### config.mk
export PLATFORM = sky130hd
export DESIGN_NAME = adc_st_packetizer
export DESIGN_NICKNAME = d
export VERILOG_FILES = /design/src/rtl/adc_st_packetizer.sv
export SDC_FILE = /design/constraint.sdc
export NUM_CORES = 2
export LEC_CHECK = 0
export CAP_MARGIN = 15
export CORE_MARGIN = 2
export CORE_UTILIZATION = 55
export DETAILED_ROUTE_END_ITERATION = 12
export PLACE_DENSITY = 0.81
export SLEW_MARGIN = 20
export SYNTH_ARGS = -nofsm -noshare
export SYNTH_HDL_FRONTEND = slang
export SYNTH_SLANG_ARGS = --single-unit
### constraint.sdc
create_clock -name clk -period 5.3 [get_ports clk]
set_input_delay 1.325 -clock clk [delete_from_list [all_inputs] [get_ports clk]]
set_output_delay 1.325 -clock clk [all_outputs]
set_load 0.01 [all_outputs]
### src/rtl/adc_st_packetizer.sv
// adc_st_packetizer: frames a 16-bit ADC sample stream into 512-bit Avalon-ST packets
// (header beat, then rec_len samples packed 32 per beat, EOP/empty on the last beat).
// Ports:
//   clk, reset (sync, active-high)
//   trig, rec_len              - record start pulse and length in samples
//   adc_data, adc_valid        - sample input
//   src_data/valid/ready/sop/eop/empty - Avalon-ST source, ready latency 0
//   busy, overflow, drop_count, seq    - record status
module adc_st_packetizer #(
  parameter int LEN_W = 20
) (
  input  logic             clk,
  input  logic             reset,
  input  logic             trig,
  input  logic [LEN_W-1:0] rec_len,
  input  logic [15:0]      adc_data,
  input  logic             adc_valid,
  output logic [511:0]     src_data,
  output logic             src_valid,
  input  logic             src_ready,
  output logic             src_sop,
  output logic             src_eop,
  output logic [5:0]       src_empty,
  output logic             busy,
  output logic             overflow,
  output logic [15:0]      drop_count,
  output logic [31:0]      seq
);
  typedef enum logic {IDLE, DATA} state_t;
  typedef struct packed {
    logic [511:0] data;
    logic         sop;
    logic         eop;
    logic [5:0]   empty;
  } beat_t;
  state_t state, state_n;
  beat_t h, t, in_b;
  logic [1:0] cnt;
  logic [63:0] ts;
  logic [LEN_W-1:0] len_q, total;
  logic [5:0] lanes, lanes_n;
  logic [511:0] acc, acc_n;
  logic [6:0] gap;
  logic pop, free, take, last, full, move, live, accept, drop, push;
  // h is the head of a 2-entry shift FIFO, t the entry behind it
  assign {src_data, src_sop, src_eop, src_empty} = h;
  assign src_valid = cnt != 2'd0;
  assign pop = src_valid && src_ready;
  assign free = cnt != 2'd2 || pop;
  assign take = state == IDLE && trig && free;
  assign last = total == len_q;
  assign full = lanes == 6'd32 || (lanes != 6'd0 && last);
  assign move = state == DATA && full && free;
  // samples past the record end are ignored rather than counted as drops
  assign live = state == DATA && adc_valid && !last;
  assign accept = live && (!full || move);
  assign drop = live && full && !move;
  assign push = take || move;
  assign gap = 7'd64 - {lanes, 1'b0};
  assign in_b = take ? {384'd0, 32'(rec_len), seq + 32'd1, ts, 1'b1, rec_len == '0, 6'd0}
                     : {acc, 1'b0, last, gap[5:0]};
  assign busy = state == DATA;
  always_comb begin
    state_n = take && rec_len != '0 ? DATA : (move && last ? IDLE : state);
    acc_n = move ? '0 : acc;
    lanes_n = move ? 6'd0 : lanes;
    if (accept) begin
      acc_n[{lanes_n[4:0], 4'd0} +: 16] = adc_data;
      lanes_n = lanes_n + 6'd1;
    end
  end
  always_ff @(posedge clk) state <= reset ? IDLE : state_n;
  always_ff @(posedge clk) begin
    if (reset) begin
      ts <= '0;
      cnt <= '0;
      h <= '0;
      t <= '0;
      seq <= '0;
      overflow <= 1'b0;
      drop_count <= '0;
      len_q <= '0;
      total <= '0;
      lanes <= '0;
      acc <= '0;
    end else begin
      ts <= ts + 64'd1;
      cnt <= cnt + {1'b0, push} - {1'b0, pop};
      if (push && (cnt == 2'd0 || (cnt == 2'd1 && pop))) h <= in_b;
      else if (pop && cnt == 2'd2) h <= t;
      if (push && (cnt == 2'd2 || (cnt == 2'd1 && !pop))) t <= in_b;
      if (take) begin
        len_q <= rec_len;
        seq <= seq + 32'd1;
        overflow <= 1'b0;
        drop_count <= '0;
        total <= '0;
        lanes <= '0;
        acc <= '0;
      end else begin
        if (drop) overflow <= 1'b1;
        if (drop && drop_count != 16'hffff) drop_count <= drop_count + 16'd1;
        if (accept) total <= total + 1'b1;
        lanes <= lanes_n;
        acc <= acc_n;
      end
    end
  end
endmodule

Yosys cells after proc, flatten, opt, wreduce, memory -nomap -nowiden
Index checks and enable logic that the tools add are counted.
{"block": "op_classes", "addsub": 9, "n_eq_ne": 6, "shift": 2, "n_mux": 10, "bitwise_logic": 1, "reduce_logical": 37}
{"operator": "520-bit two-way mux", "count": 3}
{"operator": "512-bit two-way mux", "count": 2}
{"operator": "512-bit bitwise mux", "count": 1}
{"operator": "16-bit by 11-bit variable shift with 512-bit output (first input constant)", "count": 1}
{"operator": "16-bit by 11-bit indexed part select with 512-bit output", "count": 1}
{"operator": "64-bit by 1-bit adder with 64-bit output (second input constant)", "count": 1}
{"operator": "32-bit by 1-bit adder with 32-bit output (second input constant)", "count": 1}
{"operator": "20-bit by 1-bit adder with 20-bit output (second input constant)", "count": 1}
{"operator": "20-bit == test", "count": 1}
{"operator": "20-bit logical NOT", "count": 1}
{"operator": "20-bit nonzero test", "count": 1}
{"operator": "1-bit logical AND", "count": 19}
{"operator": "16-bit by 1-bit adder with 16-bit output (second input constant)", "count": 1}
{"operator": "16-bit != test (second input constant)", "count": 1}
{"operator": "6-bit two-way mux", "count": 2}
{"operator": "9-bit negation with 11-bit output", "count": 1}
{"operator": "6-bit by 1-bit adder with 6-bit output (second input constant)", "count": 1}
{"operator": "6-bit == test (second input constant)", "count": 1}
{"operator": "1-bit logical OR", "count": 6}
{"operator": "2-bit nonzero test", "count": 3}
{"operator": "6-bit nonzero test", "count": 1}
{"operator": "1-bit by 6-bit subtractor with 6-bit output (first input constant)", "count": 1}
{"operator": "1-bit logical NOT", "count": 4}
{"operator": "2-bit by 1-bit adder with 2-bit output", "count": 1}
{"operator": "8 further kinds", "count": 9}
{"block": "word_totals", "register_bits": 1714, "in_bits": 41, "output_inout_bits": 571, "elab_cells": 83}

Longest topological paths before layout
{"block": "logic_depth", "ltp_word": 10, "depth_mapped": 20, "mapped_depth_nobuf": 14}

Worst setup path after synthesis
OpenSTA, ideal clock, no wires.
{"block": "synth_timing", "path_kind": "input-to-reg", "start": "input src_ready", "end": "register acc[326]", "setup_ns": 0.072, "arrival_ns": 4.606, "t_required_ns": 5.228, "setup_slack_ns": 0.622, "path_stages": 16, "n_path_buf": 3, "path_cell_list": "nor3b_2 > nor2b_2 > and4_1 > buf_4 > nor2_2 > nand2_1 > ha_1 > clkbuf_1 > inv_1 > a21oi_1 > o32a_1 > a211oi_4 > inv_2 > a2111oi_4 > buf_6 > mux2i_1"}
{"block": "synth_between", "elab_chain_len": 8, "word_cells_on_any_way": 14, "classes_between": "1 x add/sub; 2 x shift; 4 x mux; 7 x reduce/logical"}
{"item": "from (decl)", "line": "20", "source": "input logic src_ready,"}
{"item": "1-bit logical AND (*)", "line": "48", "source": "assign pop = src_valid && src_ready;"}
{"item": "1-bit logical OR (*)", "line": "49", "source": "assign free = cnt != 2'd2 || pop;"}
{"item": "1-bit logical AND", "line": "53", "source": "assign move = state == DATA && full && free;"}
{"item": "6-bit two-way mux", "line": "66", "source": "lanes_n = move ? 6'd0 : lanes;"}
{"item": "9-bit negation with 11-bit output", "line": "68", "source": "acc_n[{lanes_n[4:0], 4'd0} +: 16] = adc_data;"}
{"item": "16-bit by 11-bit indexed part select with 512-bit output or 16-bit by 11-bit variable shift with 512-bit output (tied branches)", "line": "68"}
{"item": "512-bit bitwise mux", "line": "68"}
{"item": "512-bit two-way mux", "line": "67", "source": "if (accept) begin"}
{"item": "to (signal assigned)", "line": "105", "source": "acc <= acc_n;"}
{"item": "to (decl)", "line": "42", "source": "logic [511:0] acc, acc_n;"}
Every way passes the cells marked *; elsewhere a longest branch is shown, timed or not.
A chain may end at the register's enable or synchronous reset.

Final worst setup path
{"block": "layout_timing", "start": "register total[9]", "end": "register acc[190]"}
{"block": "layout_between", "elab_chain_len": 10, "word_cells_on_any_way": 17, "classes_between": "1 x add/sub; 1 x eq/ne; 2 x shift; 4 x mux; 9 x reduce/logical"}
{"item": "from (decl)", "line": "40", "source": "logic [LEN_W-1:0] len_q, total;"}
{"item": "from (signal assigned)", "line": "103", "source": "if (accept) total <= total + 1'b1;"}
{"item": "20-bit == test (*)", "line": "51", "source": "assign last = total == len_q;"}
{"item": "1-bit logical AND", "line": "52", "source": "assign full = lanes == 6'd32 || (lanes != 6'd0 && last);"}
{"item": "1-bit logical OR", "line": "52"}
{"item": "1-bit logical AND (2 in series)", "line": "53"}
{"item": "6-bit two-way mux", "line": "66"}
{"item": "9-bit negation with 11-bit output", "line": "68"}
{"item": "16-bit by 11-bit indexed part select with 512-bit output or 16-bit by 11-bit variable shift with 512-bit output (tied branches)", "line": "68"}
{"item": "512-bit bitwise mux", "line": "68"}
{"item": "512-bit two-way mux (*)", "line": "67"}
Marked as above.

==> flow_summary.toml <==
[clocking]
htree_levels = 4
clkTransAtPathRegs_ns = 0.06
clk-insertion-delay-late_ns = 0.83
cts.sinks = 1712
cts_tree = "built"
cts_resized = 0
cts.path.max_buffers = 3
post_cts_buffers = 0
ctsHoldBuffers = 0
cts_buffers = 168
clock-root-buffer = "clkbuf_16"

[yosys]
synth-edff-count = 0
synth_top_flop_cell = "dfxtp_1"
yosysTopAreaCell = "dfxtp_1"
synth_area_um2 = 68400
synthTopCellsByArea = "dfxtp_1 50%, nand2_1 9.6%, a21oi_1 6.5%, nand3_1 5.2%, mux2i_1 3.9%"
syn-num-nets = 8059
syn_avg_cell_area_um2 = 8.54
synthSimpleGateAreaFrac = 0.185
synth_compound_area_frac = 0.202
muxShareOfSynthArea = 0.0395
synth_adder_area_share = 0.00220
async_reset_ff_frac = 0
synthCells = 8006
synth_top_family_by_area = "compound AO/OA/AOI/OAI gates"
synth_warnings = 0
ys_seq_elements = 1712
synth_xor_area_frac = 0.0206
synth_top_area_share = 0.501
synth.distinct_cells = 80
seq_area_frac_synth = 0.501

[timing]
finalSetupViolations = 0
fin_crit_sh = 0.868
fin_ws_ns = 0.697
tns_ns = 0
whs_ns = 0.450
slew_headroom = 0.219
rsz0062_at_grt = "no"
tightest_slew_ns = 1.17
report.final.hold_viol_count = 0
min_period_ns = 4.60
clock_skew_ns = 0.0356
slew_viol_final = 0
clock.fmax_ghz = 0.217

[worst_hold_path]
holdPathStages = 2
hold_path.class = "reg2reg"
holdPathEnd = "t[300]"
min_from = "t[300]"

[critical_path]
ff2ff_setup_slack_ns = 0.70
rr_worst_depth = 14
worstReg2RegEnd = "acc[190]"
r2r-start = "total[9]"
worstSetupStartpointType = "flop"
startpoint = "total[9]"
worst_path_largest_cell_delay_ns = 0.87
cp-end-kind = "flop"
arrival_ns = 5.35
cp_slowest_cell = "a21oi_2"
cp_data_required_time_ns = 6.05
path_cells = "xnor2_1 -> nand4_1 -> nor2_2 -> and4_1 -> nor2_2 -> nand2_1 -> ha_1 -> buf_4 -> or2_1 -> nand2_1 -> buf_4 -> and2_1 -> a21oi_2 -> a32o_1"
worstPathMaxFanout = 16
critPathKind = "reg2reg"

[floorplan]
die-area_um2 = 127000
io_pins = 612
core_um2 = 123000
die_w_um = 357
start_util = 0.554
rows = 129
die_h_um = 357

[global_routing]
antenna_found_initial = 15
grt_busiest_layer = "met2"
grt_use_total = 0.357
grt_pass1_vias = 57700
grt_pass1_wl_um = 353000
grt_max_degree = 202
grt_use_met1 = 0.460
use_met2 = 0.541
grt_util_met3 = 0.0785
overflow = 0

[routing]
drc = 0
via_per_inst = 6.29
routed_wl_um = 239000
vias = 62700
ant_nets = 0
drtIter0Drc = 8165
avgRoutedWirePerCell_um = 24.0
first_pass_iters = 6

[layout]
fillers = 9839
mostFrequentLayoutCells = "1,725 x nand2_1, 1,712 x dfxtp_1, 890 x a21oi_1"
areaGrowthSynthToFinish_pct = 18.5
layout_commonest_cell = "nand2_1"
fin_nets = 8241
final_layout_size_suffix_gt1_frac = 0.0710

[status]
status = "finished clean"

[pwr]
power_density_nw_per_um2 = 397
total_leakage_power_nw = 28.6
ir_drop_uv = 361
power.total_mw = 32.1

[placement]
pre_cts_ws_ns = 0.105
place.gp.congestion = 0.919
io_buffers = 610
dp_hpwl_um = 149000

[run]
cap_viol_max_count = 0
-- registers in the layout (all words and copies together) (netlist names), 2 cells and up --
signal and cells:
acc 512, cnt 2, drop_count 16, lanes 6
len_q 20, seq 32, src_data 512, src_empty 5
t 519, total 20, ts 64
-- power by group --
group | total [mW] | switching [mW] | internal, mW
Sequential | 13.7 | 0.373 | 13.3
Clock | 12.3 | 5.23 | 7.10
Combinational | 6.11 | 4.29 | 1.82
Total | 32.1 | 9.89 | 22.2
-- kinds of logic (layout without fill, tap and decap cells) --
group | Yosys count | count (layout)
AO/OA/AOI/OAI | 2146 | 2146
XOR/XNOR | 161 | 161
adder cells (fa/ha/maj) | 12 | 12
buffers and inverters | 805 | 1118
flip-flops | 1712 | 1712
multiplexers | 270 | 270
other | 1 | 5
AND/OR/NAND/NOR | 2899 | 2899
-- synthesized netlist by cell type, types with 26 or more instances --
master / number
a22oi_1: 126
a22o_1: 291
buf_2: 179
a211oi_2: 31
a32o_1: 48
mux2i_1: 269
dfxtp_1: 1712
xor2_1: 73
a31oi_1: 43
xnor2_1: 88
a211oi_1: 173
buf_4: 29
clkbuf_1: 513
nand3_1: 708
a21oi_1: 894
buf_1: 51
o2bb2ai_1: 48
nor2_1: 196
and3_1: 44
inv_1: 26
nand4_1: 51
nand2_1: 1743
or3_1: 29
o21ai_0: 375
o31ai_1: 50
-- critical path, delay by kind of cell, from the launching register on --
family / cells / cell delay (ns)
compound gates: 2 / 1.10
flops: 1 / 0.46
xor+xnor: 1 / 0.15
buf+inv: 2 / 0.40
simple gates: 8 / 2.19
fa+ha+maj: 1 / 0.19
-- worst max path at each step --
stage | cells after the start | to
2_1_floorplan | 16 | acc[326]
3_3_place_gp | 14 | acc[436]
3_5_place_dp | 14 | acc[443]
4_1_cts | 14 | acc[184]
5_1_grt | 15 | acc[444]
6_report | 14 | acc[190]
-- cell type report --
type | count | area (um^2) | area share
multi-input combinational | 5489 | 30900 | 0.382
clock buffer | 245 | 4960 | 0.0612
timing repair buffer | 790 | 7960 | 0.0982
clock inverter | 56 | 754 | 0.00931
tap | 1637 | 2050 | 0.0253
inverter | 27 | 109 | 0.00134
antenna | 4 | 10.0 | 0.000124
sequential | 1712 | 34300 | 0.423
-- per-layer routing --
metal,up-vias,part of all wire
li1,28400,-
met1,30100,0.38
met2,3508,0.44
met3,692,0.11
met4,0,0.068
met5,-,0
-- stage by stage --
stage	utilization	std cells	area [um^2]
2_1_floorplan	-	8006	68400
3_3_place_gp	0.610	9654	75300
3_5_place_dp	0.610	9654	75300
4_1_cts	0.656	9955	81000
5_1_grt	0.656	9959	81000
6_report	0.656	9960	81000
No activity file was read; power rests on OpenSTA's default activity.
